**src/rtl/act_fc_pkg.sv**
```systemverilog
// act_fc_pkg: shared types, default parameters and helpers for the
// multi-lane FC activation stage (act_fc / act_lane).
package act_fc_pkg;

    localparam int DEF_DATA_W     = 32;
    localparam int DEF_OUT_W      = 16;
    localparam int DEF_LANES      = 4;
    localparam int DEF_SHIFT_W    = 5;
    localparam int DEF_LEAK_SHIFT = 3;
    localparam int DEF_CNT_W      = 16;

    typedef enum logic [1:0] {
        ACT_PASS  = 2'd0,
        ACT_RELU  = 2'd1,
        ACT_LEAKY = 2'd2,
        ACT_CLIP  = 2'd3
    } act_mode_e;

    // Clamp v into the signed range of a w-bit word (w <= 63).
    // The caller truncates the result to w bits.
    function automatic logic signed [63:0] sat_signed(input logic signed [63:0] v,
                                                      input int w);
        logic signed [63:0] hi, lo;
        hi = (64'sd1 <<< (w - 1)) - 64'sd1;
        lo = -hi - 64'sd1;
        if (v > hi)      return hi;
        else if (v < lo) return lo;
        else             return v;
    endfunction

endpackage

```
**src/rtl/act_lane.sv**
```systemverilog
// act_lane: one lane of the activation datapath.
//   Stage 1 (comb before s1_x): activation of x under the beat's mode.
//   Stage 2 (comb before y):    round-half-up right shift, saturate to
//                               OUT_W, optional clamp to clip.
// Ports:
//   clk, rst_n          clock, async active-low reset
//   ld1, ld2            load enables for the stage-1 / output registers
//   x, mode             incoming lane word and its beat's mode
//   s1_mode/shift/clip  controls travelling with the beat held in stage 1
//   y                   registered OUT_W result
module act_lane
    import act_fc_pkg::*;
#(
    parameter int DATA_W     = DEF_DATA_W,
    parameter int OUT_W      = DEF_OUT_W,
    parameter int SHIFT_W    = DEF_SHIFT_W,
    parameter int LEAK_SHIFT = DEF_LEAK_SHIFT
) (
    input  logic                     clk,
    input  logic                     rst_n,
    input  logic                     ld1,
    input  logic                     ld2,
    input  logic signed [DATA_W-1:0] x,
    input  act_mode_e                mode,
    input  act_mode_e                s1_mode,
    input  logic [SHIFT_W-1:0]       s1_shift,
    input  logic [OUT_W-1:0]         s1_clip,
    output logic [OUT_W-1:0]         y
);

    logic signed [DATA_W-1:0] act, s1_x;
    logic signed [DATA_W:0]   xe, rnd, sum, rq;
    logic signed [OUT_W:0]    rs, clip_s;

    always_comb begin
        act = x;
        case (mode)
            ACT_RELU, ACT_CLIP: if (x < 0) act = '0;
            ACT_LEAKY:          if (x < 0) act = x >>> LEAK_SHIFT;
            default: ;
        endcase
    end

    // One extra bit of headroom so adding the rounding half never wraps.
    always_comb begin
        xe  = (DATA_W+1)'(s1_x);
        rnd = '0;
        if (s1_shift != '0)
            rnd = (DATA_W+1)'(1) <<< (s1_shift - SHIFT_W'(1));
        sum    = xe + rnd;
        rq     = sum >>> s1_shift;
        rs     = (OUT_W+1)'(sat_signed(64'(rq), OUT_W));
        clip_s = $signed({1'b0, s1_clip});
        // rs is already <= OUT_W max, so min(rs, clip) covers all three bounds.
        if (s1_mode == ACT_CLIP && rs > clip_s)
            rs = clip_s;
    end

    always_ff @(posedge clk or negedge rst_n) begin
        if (!rst_n) begin
            s1_x <= '0;
            y    <= '0;
        end else begin
            if (ld1) s1_x <= act;
            if (ld2) y    <= rs[OUT_W-1:0];
        end
    end

endmodule

```
**src/rtl/act_fc.sv**
```systemverilog
// act_fc: LANES-wide activation + requantise stage with a 2-deep
// valid/ready pipeline and a per-frame zero-lane counter.
// Ports:
//   clk, rst_n                    clock, async active-low reset
//   in_valid/in_ready/in_data/in_last   input beat handshake
//   mode, shift, clip             per-beat controls, sampled on accept
//   out_valid/out_ready/out_data/out_last output beat handshake
//   zero_cnt, zero_cnt_valid      zero lanes of the last completed frame
module act_fc
    import act_fc_pkg::*;
#(
    parameter int DATA_W     = DEF_DATA_W,
    parameter int OUT_W      = DEF_OUT_W,
    parameter int LANES      = DEF_LANES,
    parameter int SHIFT_W    = DEF_SHIFT_W,
    parameter int LEAK_SHIFT = DEF_LEAK_SHIFT,
    parameter int CNT_W      = DEF_CNT_W
) (
    input  logic                    clk,
    input  logic                    rst_n,
    input  logic                    in_valid,
    output logic                    in_ready,
    input  logic [LANES*DATA_W-1:0] in_data,
    input  logic                    in_last,
    input  logic [1:0]              mode,
    input  logic [SHIFT_W-1:0]      shift,
    input  logic [OUT_W-1:0]        clip,
    output logic                    out_valid,
    input  logic                    out_ready,
    output logic [LANES*OUT_W-1:0]  out_data,
    output logic                    out_last,
    output logic [CNT_W-1:0]        zero_cnt,
    output logic                    zero_cnt_valid
);

    localparam int STAGES = 2;

    typedef struct packed {
        act_mode_e          mode;
        logic [SHIFT_W-1:0] shift;
        logic [OUT_W-1:0]   clip;
        logic               last;
    } side_t;

    logic [STAGES:1]                vld_pipe;
    side_t                          s1_side;
    act_mode_e                      in_mode;
    logic                           s2_free, in_fire, ld2, out_fire;
    logic [LANES-1:0][DATA_W-1:0]   lane_in;
    logic [LANES-1:0][OUT_W-1:0]    lane_out;
    logic [CNT_W-1:0]               acc, acc_nxt;
    logic [CNT_W:0]                 nz, acc_sum;

    assign lane_in   = in_data;
    assign out_data  = lane_out;
    assign in_mode   = act_mode_e'(mode);
    assign out_valid = vld_pipe[2];

    // Output stage can take a beat if empty or draining this cycle.
    assign s2_free  = !vld_pipe[2] || out_ready;
    assign in_ready = rst_n && (!vld_pipe[1] || s2_free);
    assign in_fire  = in_valid && in_ready;
    assign ld2      = vld_pipe[1] && s2_free;
    assign out_fire = vld_pipe[2] && out_ready;

    for (genvar i = 0; i < LANES; i++) begin : g_lane
        act_lane #(
            .DATA_W    (DATA_W),
            .OUT_W     (OUT_W),
            .SHIFT_W   (SHIFT_W),
            .LEAK_SHIFT(LEAK_SHIFT)
        ) u_lane (
            .clk     (clk),
            .rst_n   (rst_n),
            .ld1     (in_fire),
            .ld2     (ld2),
            .x       (lane_in[i]),
            .mode    (in_mode),
            .s1_mode (s1_side.mode),
            .s1_shift(s1_side.shift),
            .s1_clip (s1_side.clip),
            .y       (lane_out[i])
        );
    end

    always_ff @(posedge clk or negedge rst_n) begin
        if (!rst_n) begin
            vld_pipe <= '0;
            s1_side  <= '0;
            out_last <= 1'b0;
        end else begin
            if (in_ready) vld_pipe[1] <= in_valid;
            if (s2_free)  vld_pipe[2] <= vld_pipe[1];
            if (in_fire)  s1_side     <= '{mode: in_mode, shift: shift, clip: clip, last: in_last};
            if (ld2)      out_last    <= s1_side.last;
        end
    end

    // Zero lanes in the beat currently presented, then saturating add.
    always_comb begin
        nz = '0;
        for (int i = 0; i < LANES; i++)
            nz = nz + (CNT_W+1)'(lane_out[i] == '0);
        acc_sum = {1'b0, acc} + nz;
        acc_nxt = acc_sum[CNT_W] ? '1 : acc_sum[CNT_W-1:0];
    end

    always_ff @(posedge clk or negedge rst_n) begin
        if (!rst_n) begin
            acc            <= '0;
            zero_cnt       <= '0;
            zero_cnt_valid <= 1'b0;
        end else begin
            zero_cnt_valid <= 1'b0;
            if (out_fire) begin
                if (out_last) begin
                    zero_cnt       <= acc_nxt;
                    zero_cnt_valid <= 1'b1;
                    acc            <= '0;
                end else begin
                    acc <= acc_nxt;
                end
            end
        end
    end

endmodule

```
**config.mk**
```make
export PLATFORM = sky130hd
export DESIGN_NAME = act_fc
export DESIGN_NICKNAME = d
export VERILOG_FILES = /design/src/rtl/act_fc_pkg.sv /design/src/rtl/act_lane.sv /design/src/rtl/act_fc.sv
export SDC_FILE = /design/constraint.sdc
export NUM_CORES = 2
export LEC_CHECK = 0
export BUFFER_PORTS_ARGS = -buffer_cell sky130_fd_sc_hd__buf_2
export CAP_MARGIN = 20
export CORE_ASPECT_RATIO = 1.25
export CORE_MARGIN = 8
export CORE_UTILIZATION = 55
export CTS_BUF_LIST = sky130_fd_sc_hd__clkbuf_8
export DETAILED_ROUTE_END_ITERATION = 6
export PLACE_DENSITY = 0.71
export SYNTH_ARGS = -nofsm -noshare
export SYNTH_HDL_FRONTEND = slang
export SYNTH_SLANG_ARGS = --single-unit
```
**constraint.sdc**
```tcl
create_clock -name clk -period 23.3 [get_ports clk]
set_clock_uncertainty 0.15 [all_clocks]
set_input_delay 3.495 -clock clk [delete_from_list [all_inputs] [get_ports clk]]
set_output_delay 3.495 -clock clk [all_outputs]
set_load 0.03 [all_outputs]
```
Word-level counts from Yosys, hierarchy flattened
Index checks and enable logic that the tools add are counted.
Widths: inputs -> output; s select.
{"block": "totals", "regBits": 252, "out_inout_bits": 84, "wordCells": 100}
{"block": "op_classes", "n_addsub": 9, "n_reduce_logical": 19, "eq_ne": 4, "n_lt_le_gt_ge": 16, "n_mux": 29, "shift": 5}
{"cell": "$pmux 32 s2", "count": 4}
{"cell": "$mux 17", "count": 8}
{"cell": "$add 32x33->33", "count": 4}
{"cell": "$gt 33x16->1 const B", "count": 4}
{"cell": "$lt 33x16->1 const B", "count": 4}
{"cell": "$sshr 33x5->33", "count": 4}
{"cell": "$lt 32x1->1 const B", "count": 4}
{"cell": "$mux 32", "count": 4}
{"cell": "$mux 31", "count": 4}
{"cell": "$mux 16", "count": 6}
{"cell": "$gt 17x17->1", "count": 4}
{"cell": "$logic_not 16->1", "count": 4}
{"cell": "$mux 33", "count": 1}
{"cell": "$sshl 2x5->33 const A", "count": 1}
{"cell": "$add 16x4->17", "count": 1}
{"cell": "$logic_and 1x1->1", "count": 8}
{"cell": "$eq 2x2->1 const B", "count": 3}
{"cell": "$reduce_bool 5->1", "count": 1}
{"cell": "$sub 5x1->5 const B", "count": 1}
{"cell": "$add 3x1->4", "count": 1}
{"cell": "$add 2x1->3", "count": 1}
{"cell": "$add 1x1->2", "count": 1}
{"cell": "$eq 2x1->1 const B", "count": 1}
{"cell": "$logic_not 1->1", "count": 2}
{"cell": "4 further kinds", "count": 6}

Logic depth before layout (Yosys ltp)
{"block": "logic_depth", "ltp_word": 11, "depth_mapped": 54, "mapped_depth_nobuf": 35}

Hierarchy
From an unflattened synthesis, not the netlist that was laid out.
{"block": "unflattened", "hier_cells": 4444, "area_unflattened_um2": 33444.6}
{"module": "act_lane (g_lane[1].u_lane ...)", "instances": 2, "seq_area_each_um2": 1201.2, "cells_per_inst": 1064, "area_per_inst_um2": 7742.4}
{"module": "act_lane (g_lane[3].u_lane)", "instances": 1, "seq_area_each_um2": 1201.2, "cells_per_inst": 1059, "area_per_inst_um2": 7726.2}
{"module": "act_lane (g_lane[0].u_lane)", "instances": 1, "seq_area_each_um2": 1201.2, "cells_per_inst": 1002, "area_per_inst_um2": 7379.6}
{"module": "act_fc", "instances": 1, "seq_area_each_um2": 1501.4, "cells_per_inst": 255, "area_per_inst_um2": 2854.0}

Worst setup path after synthesis
OpenSTA, ideal clock, no wires.
{"block": "synth_timing", "kind": "reg-to-reg", "start": "register s1_side[17] (netlist name)", "end": "register g_lane[3].u_lane.y[7]", "slack_ns": 12.176, "synth_period_minus_slack_ns": 11.124, "path_stages_with_launch": 49, "arrival_ns": 10.882, "path_cell_list": "dfrtp_1 -> buf_6 -> buf_2 -> buf_2 -> buf_2 -> buf_2 -> buf_2 -> buf_2 -> buf_2 -> buf_1 -> clkbuf_1 -> buf_2 -> clkbuf_1 -> buf_1 -> buf_1 -> clkbuf_1 -> nor4_1 -> ha_1 -> (+13 left out) -> a22oi_1 -> inv_1 -> ha_1 -> nor2b_1 -> o21a_1 -> o21a_1 -> o21a_1 -> o21a_1 -> o21a_1 -> o21a_1 -> o21ai_0 -> a21oi_1 -> o31a_1 -> o211ai_1 -> a2111o_1 -> nand2_1 -> clkbuf_1 -> o221ai_1"}
{"block": "synth_via", "elab_chain_len": 11, "elab_cells_between_ends": 13, "cone_classes": "add/sub (2); order compare (3); shift (2); mux (4); reduce/logical (2)"}
{"item": "start: declaration", "line": "act_fc.sv:46", "rtl": "side_t s1_side;"}
{"item": "start signal: assignment", "line": "act_fc.sv:94", "rtl": "if (in_fire) s1_side <= '{mode: in_mode, shift: shift, clip: clip, last: in_last};"}
{"item": "$sub 5x1->5", "line": "act_lane.sv:49", "rtl": "rnd = (DATA_W+1)'(1) <<< (s1_shift - SHIFT_W'(1));"}
{"item": "$sshl 2x5->33", "line": "act_lane.sv:49"}
{"item": "$mux 33", "line": "act_lane.sv:48", "rtl": "if (s1_shift != '0)"}
{"item": "$add 32x33->33", "line": "act_lane.sv:50", "rtl": "sum = xe + rnd;"}
{"item": "$sshr 33x5->33 (*)", "line": "act_lane.sv:51", "rtl": "rq = sum >>> s1_shift;"}
{"item": "$lt 33x16->1", "line": "act_fc_pkg.sv:27", "rtl": "else if (v < lo) return lo;"}
{"item": "$mux 17", "line": "act_fc_pkg.sv:27"}
{"item": "$mux 17 (*)", "line": "act_fc_pkg.sv:26", "rtl": "if (v > hi) return hi;"}
{"item": "$gt 17x17->1", "line": "act_lane.sv:55", "rtl": "if (s1_mode == ACT_CLIP && rs > clip_s)"}
{"item": "$logic_and 1x1->1", "line": "act_lane.sv:55"}
{"item": "$mux 16 (*)", "line": "act_lane.sv:55"}
{"item": "end signal: assignment", "line": "act_lane.sv:65", "rtl": "if (ld2) y <= rs[OUT_W-1:0];"}
{"item": "end: declaration", "line": "act_lane.sv:28", "rtl": "output logic [OUT_W-1:0] y"}
Mark *: on every way between the ends. The rest lies on a longest branch, timed or not.
A chain may end at the register's enable or synchronous reset.

Worst setup path in the final report
{"block": "layout_timing", "start": "register s1_side[20] (netlist name)", "end": "register g_lane[3].u_lane.y[7]"}
The elaborated chain is that of the path after synthesis.

==> flow_summary.toml <==
[timing]
rsz0062_at_grt = "no"
hold_viol = 0
period_needed_ns = 12.27
final_max_slew_viol_count = 0
finalCritPeriodShare = 0.526
maxSlewHeadroom = 0.173
setup_violations = 0
worstMarginPinSlew_ns = 1.24
max_freq_mhz = 81.5
final.setup.tns_ns = 0
hold_slack_ns = 0.324

[run_status]
violations = "DRC"
status = "complete, but fails checks"

[pwr]
p_sw_frac = 0.538
switching_power_w = 0.00176
p_int_w = 0.00151
clock_power_share = 0.132
ir_drop_uv = 63.7
finalPower_w = 0.00327
power.density_nw_per_um2 = 89.1
combPwrFrac = 0.653
seqPwrFrac = 0.214
p_leak_nw = 15.5

[clock_network]
clk_pin_slew_ns = 0.06
cts_setup_buffers = 0
post_cts_resized = 0
cts_max_path_buffers = 3
cts.sinks = 252
cts_buffers = 44
htree_num_levels = 2
cts_tree = "built"
clock_latency_ns = 0.65
cts_hold_buf = 0
ctsRootBufferMaster = "clkbuf_8"

[critical_path]
worst-path-buf-inv = 2
cpMostUsedCell = "o21a_1"
crit_family = "compound AO/OA/AOI/OAI gates"
cp_max_fo = 40
path_class = "reg2reg"
crit_required_ns = 23.68
cp.arrival_ns = 12.65
cp_slowest_stage_delay_ns = 1.02
crit_slowest_cell = "nor3_1"
cp-start-kind = "register"
end_kind = "register"

[yosys]
synth.most_common_cell = "nand2_1"
ys_async_sr_fraction = 1.00
synth_top_area_share = 0.185
ys_top_cells_by_area = "dfrtp_1, nand2_1, ha_1"
synth_area_per_cell_um2 = 7.36
netlist_instances = 4623
synth_cell_types = 101
yosys.area.top_type = "dfrtp_1"
synth-edff-count = 0
yosysWarnings = 0
synth_commonest_cells = "nand2_1, o21ai_0, nor2_1"
yosysSeqAreaShare = 0.185
ys.flop_type = "dfrtp_1"
syn_area_um2 = 34000
synth_seq_cells = 252

[final_layout]
area_delta_synth_final_pct = 7.83
layout-drive-gt1-share = 0.141
fin_nets = 4956
final_area_um2 = 36700

[grt]
grtUsageMet3 = 0.101
grt_pass1_vias = 36367
grt_max_degree = 107
gr-usage-all-layers = 0.417
grt_use_met2 = 0.622
overflow = 0
antenna_found_initial = 5
grt_pass1_wl_um = 227000
grt.busiest_layer = "met2"
met1_usage = 0.528

[job]
max_cap_violations = 0

[route]
wl_per_cell_um = 27.9
drcViolationCount = 20
dr_total_vias = 39811
drtIter0Drc = 5655
firstDrtPassIters = 7
drt-total-wl_um = 154000
ant_nets = 0
vias_per_cell = 7.23

[die]
initial_utilization = 0.552
die_x_um = 239
row_count = 102
coreArea_um2 = 61600
die_h_um = 294
num_io_pins = 240
die_area_um2 = 70200

[placed_design]
place.gp.congestion = 1.09
postPlaceCellArea_um2 = 35700
hpwl_um = 120000
port_buffers = 239

[min_path]
hold_path_class = "reg2reg"
-- kinds of logic after synthesis --
family | count (synthesis) | synth area share
xor gates and xnor gates | 130 | 0.0334
muxes | 202 | 0.0735
adders and majority gates | 166 | 0.0612
other | 1 | 0.000110
AOI/OAI and AO/OA | 1754 | 0.358
DFF | 252 | 0.185
buffers and inverters | 494 | 0.0560
and+or+nand+nor | 1624 | 0.232
-- registers in the layout (all words and copies together) (netlist names) --
name and flops:
vld_pipe 2, zero_cnt 16, acc 16, g_lane.u_lane.y 64
out_last 1, zero_cnt_valid 1, g_lane.u_lane.s1_x 128, s1_side 24
-- worst paths after layout --
check | startpoint | endpoint | slack (ns) | cells after the start
max | s1_side[20] | g_lane[3].u_lane.y[7] | 11.03 | 32
min | zero_cnt[0] | zero_cnt[0] | 0.32 | 2
max reg2reg | s1_side[20] | g_lane[3].u_lane.y[7] | 11.03 | 32
min reg2reg | zero_cnt[0] | zero_cnt[0] | 0.32 | 2
max in group asynchronous | rst_n | s1_side[17] | 18.32 | 3
min in group asynchronous | rst_n | zero_cnt[13] | 2.64 | 1
-- per-layer routing --
metal | share of wire | up-vias
met5 | 0.00012 | -
met2 | 0.42 | 2729
met4 | 0.084 | 2
met3 | 0.12 | 635
met1 | 0.38 | 18670
li1 | - | 17775
-- power groups by stage --
stage	logic, W	registers (W)	clock network, W
detailed placement	0.00205	0.000700	0
global route	0.00226	0.000712	0.000456
floorplan	0.00132	0.000760	0
global placement	0.00204	0.000697	0
CTS	0.00206	0.000693	0.000439
finish	0.00214	0.000701	0.000432
-- cell usage in the layout (no fill, tap or decap), drive strengths merged, types with 35 or more instances in the layout --
cell type	synthesis	final
a221oi	39	39
o31ai	35	35
ha	157	157
nor4	47	47
o22ai	36	36
nor2	348	348
xnor2	87	87
nand4	92	92
xor2	43	43
nor3	106	106
o211ai	94	94
or3	40	40
a211oi	84	84
nand3	119	119
o221ai	48	48
clkbuf	299	62
buf	84	351
o21ai	379	379
o21a	67	67
dfrtp	252	252
a31oi	57	57
and2	50	50
and3	66	66
inv	108	117
a21oi	309	309
a211o	36	36
mux2i	96	96
a22oi	135	135
mux2	75	75
nand2	552	552
a21o	90	90
-- metrics by stage --
stage,setup WS (ns),std cells,util
2_1_floorplan,12.18,4626,-
3_3_place_gp,11.78,5420,0.579
3_5_place_dp,11.54,5420,0.579
4_1_cts,11.39,5498,0.594
5_1_grt,10.52,5505,0.596
6_report,11.03,5507,0.596
-- cell type report --
cell class,count,area (µm²)
antenna,3,7.51
timing repair buffer,351,2090
fill,5946,24900
sequential,252,6320
clock buffer,62,853
multi-input combinational,3880,25900
clock inverter,16,85.1
tap,832,1040
inverter,111,424
-- worst reg2reg max path: cells and delay by family, from the launching register on --
family,cells,cell delay [ns]
mux,1,0.44
fa+ha+maj,2,0.64
compound gates,18,5.30
simple gates,9,4.43
flops,1,0.67
buf+inv,2,0.51
Note: power is estimated with default switching activity, not from simulation.
